===== config.mk =====
export PLATFORM = sky130hd
export DESIGN_NAME = ps2_rx_flat
export DESIGN_NICKNAME = d
export VERILOG_FILES = /design/src/rtl/ps2_rx_if.sv /design/src/rtl/ps2_rx.sv /design/src/flat_wrapper.sv
export SDC_FILE = /design/constraint.sdc
export NUM_CORES = 1
export LEC_CHECK = 0
export BUFFER_PORTS_ARGS = -buffer_cell sky130_fd_sc_hd__buf_2
export CORE_MARGIN = 2
export CORE_UTILIZATION = 45
export CTS_CLUSTER_DIAMETER = 30
export DETAILED_ROUTE_END_ITERATION = 8
export SYNTH_ARGS = -nofsm -noshare
export SYNTH_HDL_FRONTEND = slang
export SYNTH_SLANG_ARGS = --single-unit

===== constraint.sdc =====
create_clock -name clk -period 5.17 [get_ports clk]
set_clock_uncertainty 0.2 [all_clocks]
set_input_delay 0.7755 -clock clk [delete_from_list [all_inputs] [get_ports clk]]
set_output_delay 0.7755 -clock clk [all_outputs]
set_load 0.005 [all_outputs]

===== src/rtl/ps2_rx_if.sv =====
// Byte-side bundle of the PS/2 receiver: receive enable in, received byte and status pulses out.
// The receiver takes the slave view; the scan-code stage that consumes bytes takes the master view.
interface ps2_rx_if;
    logic       rx_en;
    logic       rx_done_tick;
    logic [7:0] dout;
    logic       parity_err;
    logic       frame_err;

    modport master (
        output rx_en,
        input  rx_done_tick,
        input  dout,
        input  parity_err,
        input  frame_err
    );

    modport slave (
        input  rx_en,
        output rx_done_tick,
        output dout,
        output parity_err,
        output frame_err
    );
endinterface


===== src/rtl/ps2_rx.sv =====
// PS/2 device-to-host receiver: synchronises and de-glitches ps2c/ps2d, deserialises 11-bit
// frames, and reports good bytes, parity errors and framing/timeout errors as one-cycle pulses.
module ps2_rx #(
    parameter int FILTER_LEN     = 8,
    parameter int TIMEOUT_CYCLES = 50000
) (
    input  logic    clk,
    input  logic    reset,
    input  logic    ps2d,
    input  logic    ps2c,
    ps2_rx_if.slave bus
);

    localparam int CNT_W = $clog2(TIMEOUT_CYCLES + 1);
    localparam logic [CNT_W-1:0] CNT_LIMIT = CNT_W'(TIMEOUT_CYCLES - 1);

    typedef enum logic [1:0] {
        IDLE,
        DPS,
        LOAD
    } state_t;

    logic                  ps2c_meta, ps2c_sync;
    logic                  ps2d_meta, ps2d_sync;
    logic [FILTER_LEN-1:0] filter_reg;
    logic                  f_ps2c, f_ps2c_d;
    logic                  fall_edge;

    state_t                state_reg, state_next;
    logic [3:0]            n_reg, n_next;
    logic [10:0]           b_reg, b_next;
    logic [CNT_W-1:0]      cnt_reg, cnt_next, cnt_inc;
    logic [7:0]            dout_reg, dout_next;
    logic                  rx_done, par_err, frm_err;

    // The filtered clock only moves once FILTER_LEN identical samples have been seen.
    always_ff @(posedge clk or negedge reset) begin
        if (!reset) begin
            ps2c_meta  <= 1'b1;
            ps2c_sync  <= 1'b1;
            ps2d_meta  <= 1'b1;
            ps2d_sync  <= 1'b1;
            filter_reg <= '1;
            f_ps2c     <= 1'b1;
            f_ps2c_d   <= 1'b1;
        end else begin
            ps2c_meta  <= ps2c;
            ps2c_sync  <= ps2c_meta;
            ps2d_meta  <= ps2d;
            ps2d_sync  <= ps2d_meta;
            filter_reg <= {ps2c_sync, filter_reg[FILTER_LEN-1:1]};
            if (filter_reg == '1) begin
                f_ps2c <= 1'b1;
            end else if (filter_reg == '0) begin
                f_ps2c <= 1'b0;
            end
            f_ps2c_d <= f_ps2c;
        end
    end

    assign fall_edge = f_ps2c_d & ~f_ps2c;

    always_ff @(posedge clk or negedge reset) begin
        if (!reset) begin
            state_reg <= IDLE;
            n_reg     <= '0;
            b_reg     <= '0;
            cnt_reg   <= '0;
            dout_reg  <= '0;
        end else begin
            state_reg <= state_next;
            n_reg     <= n_next;
            b_reg     <= b_next;
            cnt_reg   <= cnt_next;
            dout_reg  <= dout_next;
        end
    end

    assign cnt_inc = cnt_reg + 1'b1;

    // The watchdog fires in the cycle its count reaches the limit, so an abort lands
    // TIMEOUT_CYCLES-1 cycles after the last falling edge.
    always_comb begin
        state_next = state_reg;
        n_next     = n_reg;
        b_next     = b_reg;
        cnt_next   = cnt_reg;
        dout_next  = dout_reg;
        rx_done    = 1'b0;
        par_err    = 1'b0;
        frm_err    = 1'b0;
        case (state_reg)
            IDLE: begin
                if (fall_edge && bus.rx_en) begin
                    b_next     = {ps2d_sync, b_reg[10:1]};
                    n_next     = 4'd9;
                    cnt_next   = '0;
                    state_next = DPS;
                end
            end
            DPS: begin
                if (fall_edge) begin
                    b_next   = {ps2d_sync, b_reg[10:1]};
                    cnt_next = '0;
                    if (n_reg == 4'd0) begin
                        state_next = LOAD;
                    end else begin
                        n_next = n_reg - 4'd1;
                    end
                end else if (cnt_inc == CNT_LIMIT) begin
                    frm_err    = 1'b1;
                    n_next     = '0;
                    b_next     = '0;
                    cnt_next   = '0;
                    state_next = IDLE;
                end else begin
                    cnt_next = cnt_inc;
                end
            end
            LOAD: begin
                state_next = IDLE;
                if (b_reg[0] != 1'b0 || b_reg[10] != 1'b1) begin
                    frm_err = 1'b1;
                end else if (^b_reg[9:1] == 1'b0) begin
                    par_err = 1'b1;
                end else begin
                    dout_next = b_reg[8:1];
                    rx_done   = 1'b1;
                end
            end
            default: begin
                state_next = IDLE;
            end
        endcase
    end

    assign bus.rx_done_tick = rx_done;
    assign bus.parity_err   = par_err;
    assign bus.frame_err    = frm_err;
    assign bus.dout         = dout_reg;

endmodule


===== src/flat_wrapper.sv =====
// flat-port wrapper written by rule: the top's interface ports become plain ports
module ps2_rx_flat 
#(
    parameter int FILTER_LEN     = 8,
    parameter int TIMEOUT_CYCLES = 50000
)
  (clk, reset, ps2d, ps2c, bus_rx_en, bus_rx_done_tick, bus_dout, bus_parity_err, bus_frame_err);
  ps2_rx_if bus_i ();
  input  logic clk;
  input  logic reset;
  input  logic ps2d;
  input  logic ps2c;
  input wire logic [$bits(bus_i.rx_en)-1:0] bus_rx_en;
  output wire logic [$bits(bus_i.rx_done_tick)-1:0] bus_rx_done_tick;
  output wire logic [$bits(bus_i.dout)-1:0] bus_dout;
  output wire logic [$bits(bus_i.parity_err)-1:0] bus_parity_err;
  output wire logic [$bits(bus_i.frame_err)-1:0] bus_frame_err;
  assign bus_i.rx_en = bus_rx_en;
  assign bus_rx_done_tick = bus_i.rx_done_tick;
  assign bus_dout = bus_i.dout;
  assign bus_parity_err = bus_i.parity_err;
  assign bus_frame_err = bus_i.frame_err;
  ps2_rx #(.FILTER_LEN(FILTER_LEN), .TIMEOUT_CYCLES(TIMEOUT_CYCLES)) u_core (.clk(clk), .reset(reset), .ps2d(ps2d), .ps2c(ps2c), .bus(bus_i));
endmodule

# Word level (Yosys, flattened, before mapping)
# Index checks and enable logic that the tools add are counted.
[word_totals]
regBits = 55
latchBits = 0
mem_bits_rw = 0
romBits = 0
inputBits = 5
out_inout_bits = 11
wordCells = 69
mem_count = 0
[op_classes]
addsub = 2
multipliers = 0
div = 0
n_lt_le_gt_ge = 0
eq_ne = 8
shifts = 0
muxes = 30
bitwise_logic = 4
n_reduce_logical = 13
[op_table]
columns = ["op", "n"]
rows = [
  ["16-bit 2-to-1 mux", 3],
  ["11-bit 2-to-1 mux", 3],
  ["16-bit case mux with 2 select lines", 1],
  ["11-bit case mux with 2 select lines", 1],
  ["16-bit by 1-bit adder with 16-bit output, second input constant", 1],
  ["16-bit equality test, second input constant", 1],
  ["4-bit 2-to-1 mux", 4],
  ["1-bit 2-to-1 mux", 11],
  ["3-bit AND reduction", 3],
  ["9-bit parity", 1],
  ["8-bit equality test, second input constant", 1],
  ["8-bit logical NOT", 1],
  ["2-bit 2-to-1 mux", 4],
  ["4-bit case mux with 2 select lines", 1],
  ["3-bit inequality test, second input constant", 2],
  ["4-bit logical NOT", 1],
  ["2-bit case mux with 2 select lines", 1],
  ["4-bit AND reduction", 1],
  ["2-bit nonzero test", 2],
  ["4-bit by 1-bit subtractor with 4-bit output, second input constant", 1],
  ["3-bit by 1-bit inequality test with 1-bit output, second input constant", 1],
  ["1-bit NOT", 3],
  ["2-bit by 1-bit equality test with 1-bit output, second input constant", 1],
  ["2-bit equality test, second input constant", 1],
  ["7 further kinds", 7],
]

# Logic depth before layout (Yosys ltp)
# Gate-level depths: netlist (run 1).
[depth]
depth_word = 5
depth_mapped = 10
depth_no_buf = 9

# Worst setup path before layout (run 1)
# Ideal clock, no wire load.
[synth_timing]
kind = "reg-to-output"
from = "reg u_core.cnt_reg[3]"
to = "out bus_frame_err"
arrival_ns = 2.061
t_required_ns = 4.194
setup_slack_ns = 2.134
stages_incl_launch_ff = 11
n_path_buf = 3
cell_sequence = "dfrtp_1 > clkbuf_2 > nand4_1 > or3_1 > buf_2 > nor3_2 > xnor2_1 > nor3_2 > buf_4 > nand3_1 > a21boi_0"
[synth_between]
elab_chain_len = 5
[synth_lines]
columns = ["element", "line_no", "source"]
rows = [
  ["from (decl)", "ps2_rx.sv:32", "logic [CNT_W-1:0] cnt_reg, cnt_next, cnt_inc;"],
  ["from (signal assigned)", "ps2_rx.sv:74", "cnt_reg <= cnt_next;"],
  ["16-bit by 1-bit adder with 16-bit output", "ps2_rx.sv:79", "assign cnt_inc = cnt_reg + 1'b1;"],
  ["16-bit equality test", "ps2_rx.sv:110", "end else if (cnt_inc == CNT_LIMIT) begin"],
  ["1-bit 2-to-1 mux", "ps2_rx.sv:110", ""],
  ["1-bit 2-to-1 mux", "ps2_rx.sv:102", "if (fall_edge) begin"],
  ["1-bit case mux with 2 select lines", "ps2_rx.sv:92", "case (state_reg)"],
  ["to (decl)", "flat_wrapper.sv:17", "output wire logic [$bits(bus_i.frame_err)-1:0] bus_frame_err;"],
]
# No other way between the ends.

# Worst setup path after layout (run 1)
[layout_timing]
from = "reg u_core.cnt_reg[0]"
to = "out bus_frame_err"
# Same word-level chain as after synthesis.

==> flow_metrics.tcl, run 1 <==
set metrics [dict create \
    cts_resized 0 \
    critPathLaunchType "flip-flop" \
    max-vdd-ir-drop_uv 228 \
    slowest_delay_ns 0.66 \
    syn_nets 267 \
    die_x_um 80.6 \
    postCtsHoldBufs 0 \
    post-route-period-util 0.716 \
    p_int_w 0.000729 \
    seq_area_frac_synth 0.528 \
    grt.busiest_layer "met1" \
    drive_gt1_frac 0.190 \
    power_frac_clock 0.231 \
    switchingPower_w 0.000366 \
    power_per_cell_area_mw_per_mm2 381 \
    synth_compound_area_frac 0.145 \
    cts_sinks 55 \
    drt-pass1-iter-count 4 \
    hold_viol 0 \
    die_area_mm2 0.00650 \
    fin_ws_ns 1.47 \
    cts_setup_buffers 0 \
    synth.largest_area_cell "dfrtp_1" \
    final_common_cell "dfrtp_1" \
    cp_slowest_cell "nor4_1" \
    crit_arrival_ns 2.72 \
    placementRows 27 \
    synth-simple-area-share 0.180 \
    async_reset_ff_frac 1.00 \
    synth_flop_cell "dfrtp_1" \
    post_drt_wl_per_cell_um 14.1 \
    max_freq_ghz 0.270 \
    worstSkewPairLatency_ns 0.30 \
    yosys-top-cells-area "dfrtp_1 (39%), dfstp_2 (14%), nand2_1 (4.7%)" \
    cts_root_buf "clkbuf_8" \
    met2_usage 0.240 \
    holdCritPathClass "reg -> reg" \
    crit_chain "ha_1 > nand2_1 > nor4_1 > a31oi_1 > nor3_2 > buf_4 > nand3_1 > a21boi_0 > buf_2" \
    slew_viol_final 0 \
    met1_usage 0.258 \
    worstSetupPathType "reg -> out" \
    core-area_mm2 0.00557 \
    route.detailed.drc 0 \
    yosys.area.top_type_share 0.389 \
    maxCapViolations 0 \
    swShare 0.334 \
    syn_area_per_cell_um2 10.4 \
    cts_tree "yes" \
    io_buffers 15 \
    worst_ep_required_time_ns 4.19 \
    use_met3 0.0315 \
    power_frac_seq 0.555 \
    crit_family "simple AND/OR/NAND/NOR gates" \
    grt_pass1_vias 1750 \
    grt_usage 0.169 \
    routed_wl_um 4800 \
    clk_path_buf_depth 2 \
    num_vias 1838 \
    slew_headroom 0.255 \
    fin_crit_ns 3.70 \
    cp_max_fo 11 \
    yosys.cell_types.count 43 \
    p_comb_frac 0.214 \
    syn_to_final_growth_pct 8.86 \
    routabilityCongestion 0.762 \
    via_per_inst 5.39 \
    first_iter_violations 91 \
    largest_reg_flops 16 \
    clkTransAtPathRegs_ns 0.10 \
    status "completed" \
    diodes 0 \
    preCtsSetupSlack_ns 1.83 \
    fin_nets 280 \
    synth.ff_latch_count 55 \
    cts_made_buffers 5 \
    finalSetupViolCount 0 \
    ant_nets 0 \
    start_util 0.474 \
    endpoint_kind "output port" \
    syn-cell-area_mm2 0.00264 \
    yosys_warnings 0 \
    synth-xor-area-share 0.0498 \
    synth_edf_count 0 \
    grt_max_degree 56 \
    synth_cells 255 \
    grt_pass1_wl_um 8550 \
    utilization 0.516 \
    synth_top_family_by_area "simple AND/OR/NAND/NOR gates" \
    leakage_nw 1.28 \
    worst_slew_pin_slew_ns 1.11 \
    synthMuxAreaShare 0.0341 \
    antenna_found_initial 0 \
    place_hpwl_um 3250 \
    die_y_um 80.6 \
    totalNegativeSetupSlack_ns 0 \
    clock_tree.htree_level_count 2 \
    overflow 0 \
    rsz0062_at_grt "false" \
    io_pins 16 \
    layout_common_cells "dfrtp_1 (41), nand2_1 (33), buf_2 (15)" \
    synth_fa_ha_area_frac 0.0332 \
    path_buf_inv 2 \
]
==> stage by stage <==
step / area, µm² / std cells / hold WS [ns] / power, W
6_report: 2870 / 341 / 0.161 / 0.00109
5_1_grt: 2870 / 341 / 0.165 / 0.00118
4_1_cts: 2870 / 341 / 0.162 / 0.00111
3_5_place_dp: 2780 / 333 / 0.147 / 0.000851
3_3_place_gp: 2780 / 333 / 0.147 / 0.000846
2_1_floorplan: 2640 / 255 / 0.145 / 0.000784
==> worst paths after layout <==
| path | start | to | slack (ns) | cells past startpoint |
|---|---|---|---|---|
| max | u_core.cnt_reg[0]$_DFFE_PN0P_ | bus_frame_err | 1.47 | 9 |
| min | u_core.ps2c_sync$_DFF_PN1_ | u_core.filter_reg[7]$_DFF_PN1_ | 0.16 | 0 |
| max reg2reg | u_core.cnt_reg[0]$_DFFE_PN0P_ | u_core.b_reg[8]$_DFFE_PN0P_ | 1.86 | 9 |
| min reg2reg | u_core.ps2c_sync$_DFF_PN1_ | u_core.filter_reg[7]$_DFF_PN1_ | 0.16 | 0 |
| max in group asynchronous | reset | u_core.bus.dout[4]$_DFFE_PN0P_ | 3.94 | 2 |
| min in group asynchronous | reset | u_core.n_reg[3]$_DFFE_PN0P_ | 0.39 | 2 |
==> worst reg2reg max path, cell delays in order, from the launching register on <==
cell and delay [ns]:
dfrtp_1 0.42, ha_1 0.26, nand2_1 0.11, nor4_1 0.66, nor3b_1 0.10, a31oi_1 0.21
nor3_2 0.06, buf_4 0.18, o21bai_1 0.81, a22o_1 0.24
==> synth_stat cells, types with 7 or more instances <==
master / count
clkbuf_1: 7
dfrtp_1: 41
o21ai_0: 14
nor3_1: 7
nor2_1: 14
xnor2_1: 8
nand2_1: 33
xor2_1: 7
nand3_1: 14
dfstp_2: 14
inv_1: 7
ha_1: 7
a22o_1: 12
a21oi_1: 8
mux2_2: 8
==> logic make-up (layout without fill, tap and decap cells) <==
group           count (synthesis)  count (layout)
buf+inv                        19              33
xor+xnor                       15              15
flops                          55              55
compound gates                 56              56
mux                             8               8
simple gates                   95              95
fa+ha+maj                       7               7
==> metal layers <==
layer  share of wire  vias up  wire, µm
li1                -      922         -
met1            0.53      887      2550
met2            0.43       24      2070
met3           0.029        5       137
met4          0.0081        0        39
met5               0        -         0
==> power by group through the flow <==
stage | sequential, W | clock (W) | combinational [W]
6_report | 0.000607 | 0.000252 | 0.000234
5_1_grt | 0.000627 | 0.000275 | 0.000279
4_1_cts | 0.000606 | 0.000263 | 0.000238
3_5_place_dp | 0.000613 | 0 | 0.000238
3_3_place_gp | 0.000612 | 0 | 0.000234
2_1_floorplan | 0.000582 | 0 | 0.000202
==> cell type report <==
class                   count  area, µm²
inverters                   7       26.3
flip-flops and latches     55       1390
repair buffers             18       97.6
fillers                   533       2700
clock inverters             2       16.3
well taps                  72       90.1
multi-input cells         181       1170
clock buffers               6       82.6
Power figures use the tool's default switching activity.
==> run 2: changes to the inputs <==
==> constraint.sdc (replaced) <==
create_clock -name clk -period 3.05 [get_ports clk]
set_clock_uncertainty 0.2 [all_clocks]
set_input_delay 0.4575 -clock clk [delete_from_list [all_inputs] [get_ports clk]]
set_output_delay 0.4575 -clock clk [all_outputs]
set_load 0.005 [all_outputs]
==> run 2 against run 1 <==
Global-route usage rose by 1.2 points. Sequential cell count unchanged. Worst hold slack got worse by 0.12 ns. Combinational power up 130%. Sequential share of layout area decreased by 2.8 points. Routed wire length up 9.4%. Worst setup slack got worse by 1.4 ns. Largest power group unchanged. Critical path depth is the same.
==> flow_metrics.tcl, run 2 (synthesized netlist as in run 1, its figures left out) <==
set metrics [dict create \
    status "completed" \
    critPathLaunchType "flip-flop" \
    holdCritPathClass "in -> reg" \
    fin_cells 359 \
    fin_crit_ns 3.01 \
    worst_ep_required_time_ns 2.39 \
    cts_root_buf "clkbuf_8" \
    hold_slack_ns 0.0359 \
    reg2reg_slack_ns 0.47 \
    rsz0062_at_grt "true" \
    first_iter_violations 115 \
    grt_pass1_vias 1935 \
    endpoint_kind "output port" \
    start_util 0.474 \
    cts_made_buffers 5 \
    crit_top_cell "nand3_1" \
    grt_pass1_wl_um 9110 \
    power_per_cell_area_mw_per_mm2 637 \
    cp_max_fo 5 \
    routabilityCongestion 0.815 \
    power_frac_clock 0.211 \
    switchingPower_w 0.000657 \
    slew_headroom 0.395 \
    grt_usage 0.181 \
    worstSkewPairLatency_ns 0.30 \
    via_per_inst 5.48 \
    core-area_mm2 0.00557 \
    post-route-period-util 0.987 \
    die_y_um 80.6 \
    cp_slowest_cell "or3_4" \
    min-delay-start "ps2d" \
    worst_slew_pin_slew_ns 0.907 \
    power_frac_seq 0.514 \
    drive_gt1_frac 0.268 \
    post_drt_wl_per_cell_um 14.6 \
    finalSetupViolCount 0 \
    diodes 0 \
    cts_sinks 55 \
    place_hpwl_um 3590 \
    hold_viol 0 \
    largest_reg_flops 16 \
    swShare 0.338 \
    fin_ws_ns 0.0397 \
    drt-pass1-iter-count 4 \
    totalNegativeSetupSlack_ns 0 \
    num_vias 1966 \
    die_x_um 80.6 \
    ant_nets 0 \
    worstReg2RegStart "u_core.cnt_reg[0]$_DFFE_PN0P_" \
    startpoint "u_core.cnt_reg[0]$_DFFE_PN0P_" \
    slew_viol_final 0 \
    totalPowerFinal_w 0.00194 \
    io_buffers 15 \
    max_freq_ghz 0.332 \
    crit_arrival_ns 2.35 \
    clock_tree.htree_level_count 2 \
    cts_tree "yes" \
    die_area_mm2 0.00650 \
    clk_path_buf_depth 2 \
    fin_nets 298 \
    grt_max_degree 41 \
    slowest_delay_ns 0.46 \
    placementRows 27 \
    preCtsSetupSlack_ns 0.137 \
    route.detailed.drc 0 \
    overflow 0 \
    layout_common_cells "dfrtp_1 (41), nand2_1 (33), buf_4 (21)" \
    maxCapViolations 0 \
    p_int_w 0.00129 \
    routed_wl_um 5250 \
    place_inst 347 \
    syn_to_final_growth_pct 15.5 \
    clkTransAtPathRegs_ns 0.10 \
    p_comb_frac 0.276 \
    io_pins 16 \
    final_common_cell "dfrtp_1" \
    crit_chain "nand3_1 > or3_4 > xnor2_2 > o2111ai_2 > nor3_2 > buf_4 > nand3_1 > a21boi_1 > buf_2" \
    worstSetupPathType "reg -> out" \
    antenna_found_initial 0 \
    leakage_nw 1.40 \
    max-vdd-ir-drop_uv 323 \
]
-- run 2: stage by stage --
stage	cell area, µm²	utilization
after floorplan	2640	-
after global placement	2880	0.517
after detailed placement	2880	0.517
after CTS	3000	0.538
after global routing	3050	0.547
final	3050	0.547
-- run 2: path summary, 6_finish.rpt --
path                                                   to  cells past startpoint
setup / recovery                            bus_frame_err                      9
hold / removal                 u_core.ps2d_meta$_DFF_PN1_                      1
setup reg to reg              u_core.b_reg[1]$_DFFE_PN0P_                     10
hold reg to reg            u_core.filter_reg[7]$_DFF_PN1_                      0
max in group asynchronous  u_core.bus.dout[6]$_DFFE_PN0P_                      2
min in group asynchronous   u_core.cnt_reg[5]$_DFFE_PN0P_                      1
-- run 2: cell type report --
cell class / count / area, µm²
clock inverter: 2 / 15.0
sequential: 55 / 1390
fill: 518 / 2520
inverter: 7 / 26.3
tap: 72 / 90.1
multi-input combinational: 181 / 1220
clock buffer: 6 / 72.6
timing repair buffer: 36 / 233
-- run 2: critical path, delay by kind of cell, from the launching register on --
family | cells | cell delay (ns)
simple gates | 4 | 0.90
buf+inv | 2 | 0.28
xor+xnor | 1 | 0.17
flops | 1 | 0.41
compound gates | 2 | 0.29
-- run 2: metal layers --
layer | wire length (µm) | part of all wire | up-vias | GRT usage
li1 | - | - | 966 | -
met1 | 2660 | 0.51 | 969 | 0.269
met2 | 2400 | 0.46 | 29 | 0.270
met3 | 162 | 0.031 | 2 | 0.0337
met4 | 24 | 0.0046 | 0 | 0.0492
met5 | 0 | 0 | - | 0
-- run 2: repair_timing --
action / in CTS / in global routing
gates resized for setup: 2 / 9
setup buffers: 3 / 1
setup endpoints to repair: 1 / 15
hold buffers: 0 / 0
pin swaps: 1 / 4
gates cloned: 0 / 0
-- run 2: power groups by stage --
stage	clock [W]	combinational [W]	sequential [W]
final	0.000410	0.000535	0.000998
after global routing	0.000453	0.000614	0.00102
after CTS	0.000426	0.000514	0.000992
after detailed placement	0	0.000484	0.00101
after global placement	0	0.000479	0.00101
after floorplan	0	0.000342	0.000987
